File: config.mk
export PLATFORM = sky130hd
export DESIGN_NAME = coord_ram_loader
export DESIGN_NICKNAME = d
export VERILOG_FILES = /design/src/rtl/coord_pkg.sv /design/src/rtl/coord_table_rf.sv /design/src/rtl/coord_ram_loader.sv
export SDC_FILE = /design/constraint.sdc
export NUM_CORES = 1
export LEC_CHECK = 0
export CORE_MARGIN = 2
export CORE_UTILIZATION = 51
export DETAILED_ROUTE_END_ITERATION = 6
export PLACE_DENSITY = 0.67
export SYNTH_ARGS = -nofsm -noshare
export SYNTH_HDL_FRONTEND = slang
export SYNTH_HIERARCHICAL = 1
export SYNTH_SLANG_ARGS = --single-unit
File: constraint.sdc
create_clock -name clk -period 2.8 [get_ports clk]
set_input_delay 0.56 -clock clk [delete_from_list [all_inputs] [get_ports clk]]
set_output_delay 0.56 -clock clk [all_outputs]
set_load 0.02 [all_outputs]
File: src/rtl/coord_pkg.sv
// Shared definitions for the writable element-coordinate table and its loader.
package coord_pkg;

  localparam int COORD_WIDTH_DEF = 16;

  // Beat layout: z in the low field, x directly above it.
  localparam int BEAT_Z_LSB = 0;

  typedef enum logic [1:0] {
    ST_IDLE  = 2'd0,
    ST_LOAD  = 2'd1,
    ST_CHECK = 2'd2
  } load_state_t;

  function automatic int beat_x_lsb(input int coord_width);
    return BEAT_Z_LSB + coord_width;
  endfunction

endpackage

File: src/rtl/coord_table_rf.sv
// Coordinate register file: async-reset clear, one synchronous write port,
// one combinational read port. Out-of-range read addresses return zero.
module coord_table_rf #(
  parameter int DEPTH = 16,
  parameter int AW    = 4,
  parameter int WIDTH = 32
) (
  input  logic             clk,
  input  logic             rst_n,
  input  logic             we,
  input  logic [AW-1:0]    waddr,
  input  logic [WIDTH-1:0] wdata,
  input  logic [AW-1:0]    raddr,
  output logic [WIDTH-1:0] rdata
);

  logic [WIDTH-1:0] mem_reg [DEPTH];

  for (genvar gi = 0; gi < DEPTH; gi++) begin : g_entry
    always_ff @(posedge clk or negedge rst_n) begin
      if (!rst_n) begin
        mem_reg[gi] <= '0;
      end else if (we && (waddr == AW'(gi))) begin
        mem_reg[gi] <= wdata;
      end
    end
  end

  // Decoded mux rather than direct indexing so unmapped addresses fall to zero.
  always_comb begin
    rdata = '0;
    for (int i = 0; i < DEPTH; i++) begin
      if (raddr == AW'(i)) rdata = mem_reg[i];
    end
  end

endmodule

File: src/rtl/coord_ram_loader.sv
// Streams per-channel (x, z) pairs into a writable coordinate table and serves
// zero-latency reads. Optional trailing checksum beat: COORD_LOAD_CHECKSUM_EN.
module coord_ram_loader
  import coord_pkg::*;
#(
  parameter int NUM_CHANNELS = 16,
  parameter int DATA_WIDTH   = $clog2(NUM_CHANNELS),
  parameter int COORD_WIDTH  = COORD_WIDTH_DEF
) (
  input  logic                     clk,
  input  logic                     rst_n,
  input  logic                     start,
  input  logic                     abort,
  input  logic                     s_valid,
  output logic                     s_ready,
  input  logic [2*COORD_WIDTH-1:0] s_data,
  output logic                     busy,
  output logic                     done,
  output logic                     table_valid,
  output logic                     load_err,
  input  logic [DATA_WIDTH-1:0]    addr,
  output logic [COORD_WIDTH-1:0]   x_out,
  output logic [COORD_WIDTH-1:0]   z_out
);

  localparam int X_LSB = beat_x_lsb(COORD_WIDTH);

  load_state_t           state_reg, state_next;
  logic [DATA_WIDTH-1:0] idx_reg, idx_next;
  logic                  table_valid_reg, table_valid_next;
  logic                  done_reg, done_next;
  logic                  wr_en;
  logic                  last_beat;
  logic [COORD_WIDTH-1:0] beat_x, beat_z;
  logic [2*COORD_WIDTH-1:0] rd_word;
`ifdef COORD_LOAD_CHECKSUM_EN
  logic [COORD_WIDTH-1:0] sum_reg, sum_next;
  logic                   load_err_reg, load_err_next;
`endif

  assign beat_x    = s_data[X_LSB +: COORD_WIDTH];
  assign beat_z    = s_data[BEAT_Z_LSB +: COORD_WIDTH];
  assign last_beat = (idx_reg == DATA_WIDTH'(NUM_CHANNELS - 1));

  always_ff @(posedge clk or negedge rst_n) begin
    if (!rst_n) begin
      state_reg       <= ST_IDLE;
      idx_reg         <= '0;
      table_valid_reg <= 1'b0;
      done_reg        <= 1'b0;
`ifdef COORD_LOAD_CHECKSUM_EN
      sum_reg         <= '0;
      load_err_reg    <= 1'b0;
`endif
    end else begin
      state_reg       <= state_next;
      idx_reg         <= idx_next;
      table_valid_reg <= table_valid_next;
      done_reg        <= done_next;
`ifdef COORD_LOAD_CHECKSUM_EN
      sum_reg         <= sum_next;
      load_err_reg    <= load_err_next;
`endif
    end
  end

  always_comb begin
    state_next       = state_reg;
    idx_next         = idx_reg;
    table_valid_next = table_valid_reg;
    done_next        = 1'b0;
    wr_en            = 1'b0;
    s_ready          = 1'b0;
`ifdef COORD_LOAD_CHECKSUM_EN
    sum_next         = sum_reg;
    load_err_next    = load_err_reg;
`endif
    case (state_reg)
      ST_IDLE: begin
        // start outranks abort here; abort has nothing to cancel.
        if (start) begin
          state_next       = ST_LOAD;
          idx_next         = '0;
          table_valid_next = 1'b0;
`ifdef COORD_LOAD_CHECKSUM_EN
          sum_next         = '0;
          load_err_next    = 1'b0;
`endif
        end
      end
      ST_LOAD: begin
        s_ready = 1'b1;
        if (abort) begin
          state_next = ST_IDLE;
          idx_next   = '0;
        end else if (s_valid) begin
          wr_en = 1'b1;
`ifdef COORD_LOAD_CHECKSUM_EN
          sum_next = sum_reg + beat_x + beat_z;
`endif
          if (last_beat) begin
            idx_next = '0;
`ifdef COORD_LOAD_CHECKSUM_EN
            state_next = ST_CHECK;
`else
            state_next       = ST_IDLE;
            done_next        = 1'b1;
            table_valid_next = 1'b1;
`endif
          end else begin
            idx_next = idx_reg + DATA_WIDTH'(1);
          end
        end
      end
`ifdef COORD_LOAD_CHECKSUM_EN
      ST_CHECK: begin
        s_ready = 1'b1;
        if (abort) begin
          state_next = ST_IDLE;
        end else if (s_valid) begin
          state_next       = ST_IDLE;
          done_next        = 1'b1;
          table_valid_next = (beat_z == sum_reg);
          load_err_next    = (beat_z != sum_reg);
        end
      end
`endif
      default: state_next = ST_IDLE;
    endcase
  end

  assign busy        = (state_reg != ST_IDLE);
  assign done        = done_reg;
  assign table_valid = table_valid_reg;
`ifdef COORD_LOAD_CHECKSUM_EN
  assign load_err    = load_err_reg;
`else
  assign load_err    = 1'b0;
`endif

  coord_table_rf #(
    .DEPTH (NUM_CHANNELS),
    .AW    (DATA_WIDTH),
    .WIDTH (2*COORD_WIDTH)
  ) u_table (
    .clk   (clk),
    .rst_n (rst_n),
    .we    (wr_en),
    .waddr (idx_reg),
    .wdata ({beat_x, beat_z}),
    .raddr (addr),
    .rdata (rd_word)
  );

  assign x_out = rd_word[X_LSB +: COORD_WIDTH];
  assign z_out = rd_word[BEAT_Z_LSB +: COORD_WIDTH];

endmodule

==> impl_metrics.toml, run 1 <==
[run_status]
outcome = "finished with violations"
violations = "negative setup slack"

[placed_design]
dp_hpwl_um = 48800
io_buffers = 76
place.gp.congestion = 0.895
place_inst = 2835
dp_slack_ns = -0.680

[worst_setup_path]
slowest_stage = "or3b_4"
crit_family = "compound AO/OA/AOI/OAI gates"
path_cells = "buf_16 -> or3b_4 -> buf_12 -> buf_6 -> o221a_1 -> a221oi_2 -> o21ai_1 -> buf_4"
path_buf_inv = 4
critPathMaxFanout = 16
critical_path_class = "primary input to output pin"
crit_required_ns = 2.24
worstPathArrival_ns = 2.32
critical-path-max-stage-delay_ns = 0.45
endpoint_kind = "output pin"
start_kind = "primary input"

[global_routing]
grt_usage_pct = 30.3
grt_max_degree = 91
grt_pass1_vias = 20123
grt_overflow_total = 0
grt_antenna_before_repair = 2
grt_pass1_wl_um = 122000

[logic_synthesis]
avgSynthCellArea_um2 = 12.4
synth_area_um2 = 25600
ys_warn_count = 6
synth_top_family_by_area = "multiplexers"
syn_nets = 2112
synth_edf_count = 0
yosys.area_share.simple_pct = 4.12
yosys.area_share.adder_pct = 0.0489
yosysUniqueCellTypes = 67
syn_inst = 2070
synthXorXnorAreaFrac_pct = 0
yosysTopAreaCell = "dfrtp_1"
yosys-top-cells-area = "dfrtp_1 (51%), mux2_2 (22%), mux2i_1 (4.3%)"
synth_top_area_share_pct = 50.8
synth.yosys.seq_area_share_pct = 50.8
synth-compound-area-share_pct = 13.3
synth_ff_type = "dfrtp_1"
ys_ff_latch = 519
async_flop_share_pct = 100
synthMuxAreaShare_pct = 27.8

[timing]
grt_setup_unrepaired = "yes"
tightest_slew_ns = 0.725
finalCritPeriodShare_pct = 103
maxSlewViolCount = 0
min_period_ns = 2.88
fin_ws_ns = -0.0849
fin_worst_skew_ns = 0.0125
final_hold_viol_count = 0
finalSetupViolCount = 18
relSlewSlack_pct = 51.5
fmax_mhz = 347

[floorplan]
coreArea_um2 = 49900
start_util_pct = 51.3
fp-row-count = 82
num_io_pins = 78
dieArea_um2 = 52000
die_width_um = 228
die_h_um = 228

[routing]
firstDrtPassIters = 6
drc = 0
wire_per_inst_um = 26.8
drt_iter0_markers = 1641
viasPerCell = 6.46
ant_nets = 0
drt-total-wl_um = 79500
vias = 19179

[clocking]
cts.sinks = 519
clockRootBuffer = "clkbuf_16"
cts_tree = "built"
numCtsBuffers = 55
path_clk_slew_ns = 0.06
clk_latency_ns = 0.62
htreeDepth = 2
clockBufferDepth = 3

[cells_and_area]
fill_cells = 3782
drive_gt1_share_pct = 46.6
syn2layout_area_growth_pct = 24.9
final_util_pct = 64.1
stdcell_count = 2969
largest_reg_flops = 512
fin_nets = 2295

[power]
p_leak_nw = 15.3
power.density_nw_per_um2 = 614
peakVddDrop_v = 0.000561

[job]
max_cap_violations = 0

[hold_path]
hold_class = "primary input to asynchronous set/reset pin"
==> per-layer routing <==
layer | global-route usage, % | vias to the layer above | wire, um
met5 | 0 | - | 11
met2 | 49.0 | 840 | 37600
met1 | 40.7 | 10000 | 33000
met3 | 4.86 | 220 | 5490
li1 | - | 8117 | -
met4 | 13.0 | 2 | 3410
==> placed cells by master, fill, tap and decap left out, types with 6 or more instances in the layout <==
| cell | count |
|---|---|
| buf_2 | 6 |
| o211ai_1 | 6 |
| a221oi_1 | 7 |
| nor2_4 | 10 |
| inv_1 | 7 |
| buf_4 | 162 |
| nand2_1 | 15 |
| nor2_1 | 120 |
| clkdlybuf4s50_1 | 39 |
| clkbuf_1 | 12 |
| nor2_2 | 9 |
| nand3b_1 | 11 |
| o22ai_1 | 57 |
| buf_6 | 33 |
| o221a_2 | 8 |
| a21oi_1 | 63 |
| bufbuf_16 | 6 |
| mux2_2 | 510 |
| clkbuf_16 | 57 |
| o221a_1 | 12 |
| dfrtp_1 | 519 |
| o32ai_2 | 13 |
| clkinv_2 | 14 |
| o21ai_1 | 14 |
| clkbuf_8 | 10 |
| mux2_1 | 8 |
| mux4_2 | 8 |
| o21ai_2 | 16 |
| a211o_1 | 24 |
| a221oi_2 | 41 |
| mux2i_2 | 22 |
| o22ai_2 | 14 |
| o211a_1 | 22 |
| nand2b_1 | 8 |
| buf_8 | 6 |
| o32ai_1 | 11 |
| o21ai_0 | 113 |
| buf_12 | 69 |
| nand3_1 | 11 |
| mux2i_1 | 83 |
==> worst register-to-register path: stages (launching register included) <==
cell	delay (ns)
dfrtp_1	0.48
nor2b_4	0.20
nand2_1	0.11
inv_1	0.14
nor3b_1	0.22
buf_4	0.19
and3_2	0.25
buf_12	0.23
mux2_2	0.39
==> report_power, final <==
| part | internal (mW) | switching (mW) | leakage (nW) | total [mW] |
|---|---|---|---|---|
| Clock | 4.30 | 3.11 | 0.908 | 7.41 |
| Sequential | 8.26 | 0.507 | 7.11 | 8.77 |
| Combinational | 1.74 | 1.69 | 7.27 | 3.43 |
==> final cells by class <==
class / instances / area (um2) / area share [%]
antenna: 1 / 2.50 / 0.00783
clock buffer: 78 / 1580 / 4.96
clock inverter: 22 / 233 / 0.729
inverter: 8 / 30.0 / 0.0940
multi-input combinational: 1341 / 12400 / 38.9
sequential: 519 / 13000 / 40.7
tap: 672 / 841 / 2.63
timing repair buffer: 328 / 3850 / 12.0
==> cells in the mapped netlist, types with 11 or more instances <==
cell,instances
o211a_1,22
mux2i_1,110
o22ai_1,71
a21oi_1,66
buf_2,80
o21ai_1,22
clkbuf_1,94
buf_4,13
a211o_1,24
nor2_1,139
o221a_1,15
mux2_2,510
dfrtp_1,519
nand3b_1,11
nand3_1,11
a221oi_1,36
a221oi_2,15
o21ai_0,121
nand2b_1,11
o32ai_1,22
nand2_1,18
==> worst paths after layout <==
| check | slack [ns] | endpoint | cells past startpoint | start |
|---|---|---|---|---|
| max | -0.08 | z_out[8] | 8 | addr[1] |
| min | 0.44 | u_table/mem_reg[125]$_DFFE_PN0P_ | 2 | rst_n |
| max reg2reg | 0.48 | u_table/mem_reg[403]$_DFFE_PN0P_ | 8 | state_reg[0]$_DFFE_PN0P_ |
| min reg2reg | 0.50 | u_table/mem_reg[445]$_DFFE_PN0P_ | 1 | u_table/mem_reg[445]$_DFFE_PN0P_ |
| max in group asynchronous | 1.46 | u_table/mem_reg[68]$_DFFE_PN0P_ | 3 | rst_n |
| min in group clk | 0.50 | u_table/mem_reg[445]$_DFFE_PN0P_ | 1 | u_table/mem_reg[445]$_DFFE_PN0P_ |
==> stage by stage <==
stage          hold slack [ns]  area, um2  TNS [ns]  power [mW]
6_report                 0.442      31900    -0.802        19.6
5_1_grt                  0.471      31900     -1.67        20.3
4_1_cts                  0.435      31400    -0.584        19.5
3_5_place_dp             0.486      28700    -17.41        11.9
3_3_place_gp             0.468      28700    -16.73        11.7
2_1_floorplan            0.264      25600         0        10.5
==> cells by family after synthesis <==
logic type	Yosys count
multiplexers	636
flip-flops	519
AO/OA/AOI/OAI	481
AND/OR/NAND/NOR	222
buffers and inverters	210
adder cells (fa/ha/maj)	1
other	1
==> what timing repair did <==
| item | CTS | global route |
|---|---|---|
| endpoints found under the setup margin | 32 | 31 |
| buffers inserted | 12 | 11 |
| cloned | 8 | 2 |
| pin swaps | 44 | 47 |
| hold buffers | 1 | 0 |
| hold endpoints to repair | 31 | 0 |
| resized for setup | 285 | 91 |
Power figures use the tool's default switching activity.
==> inputs of run 2 (changes only) <==
--- a/config.mk
+++ b/config.mk
@@ -9,6 +9,7 @@
 export CORE_UTILIZATION = 51
 export DETAILED_ROUTE_END_ITERATION = 6
 export PLACE_DENSITY = 0.67
+export SLEW_MARGIN = 10
 export SYNTH_ARGS = -nofsm -noshare
 export SYNTH_HDL_FRONTEND = slang
 export SYNTH_HIERARCHICAL = 1
==> results of run 2 <==
Final layout, timing and power as in run 1 (identical DEF).
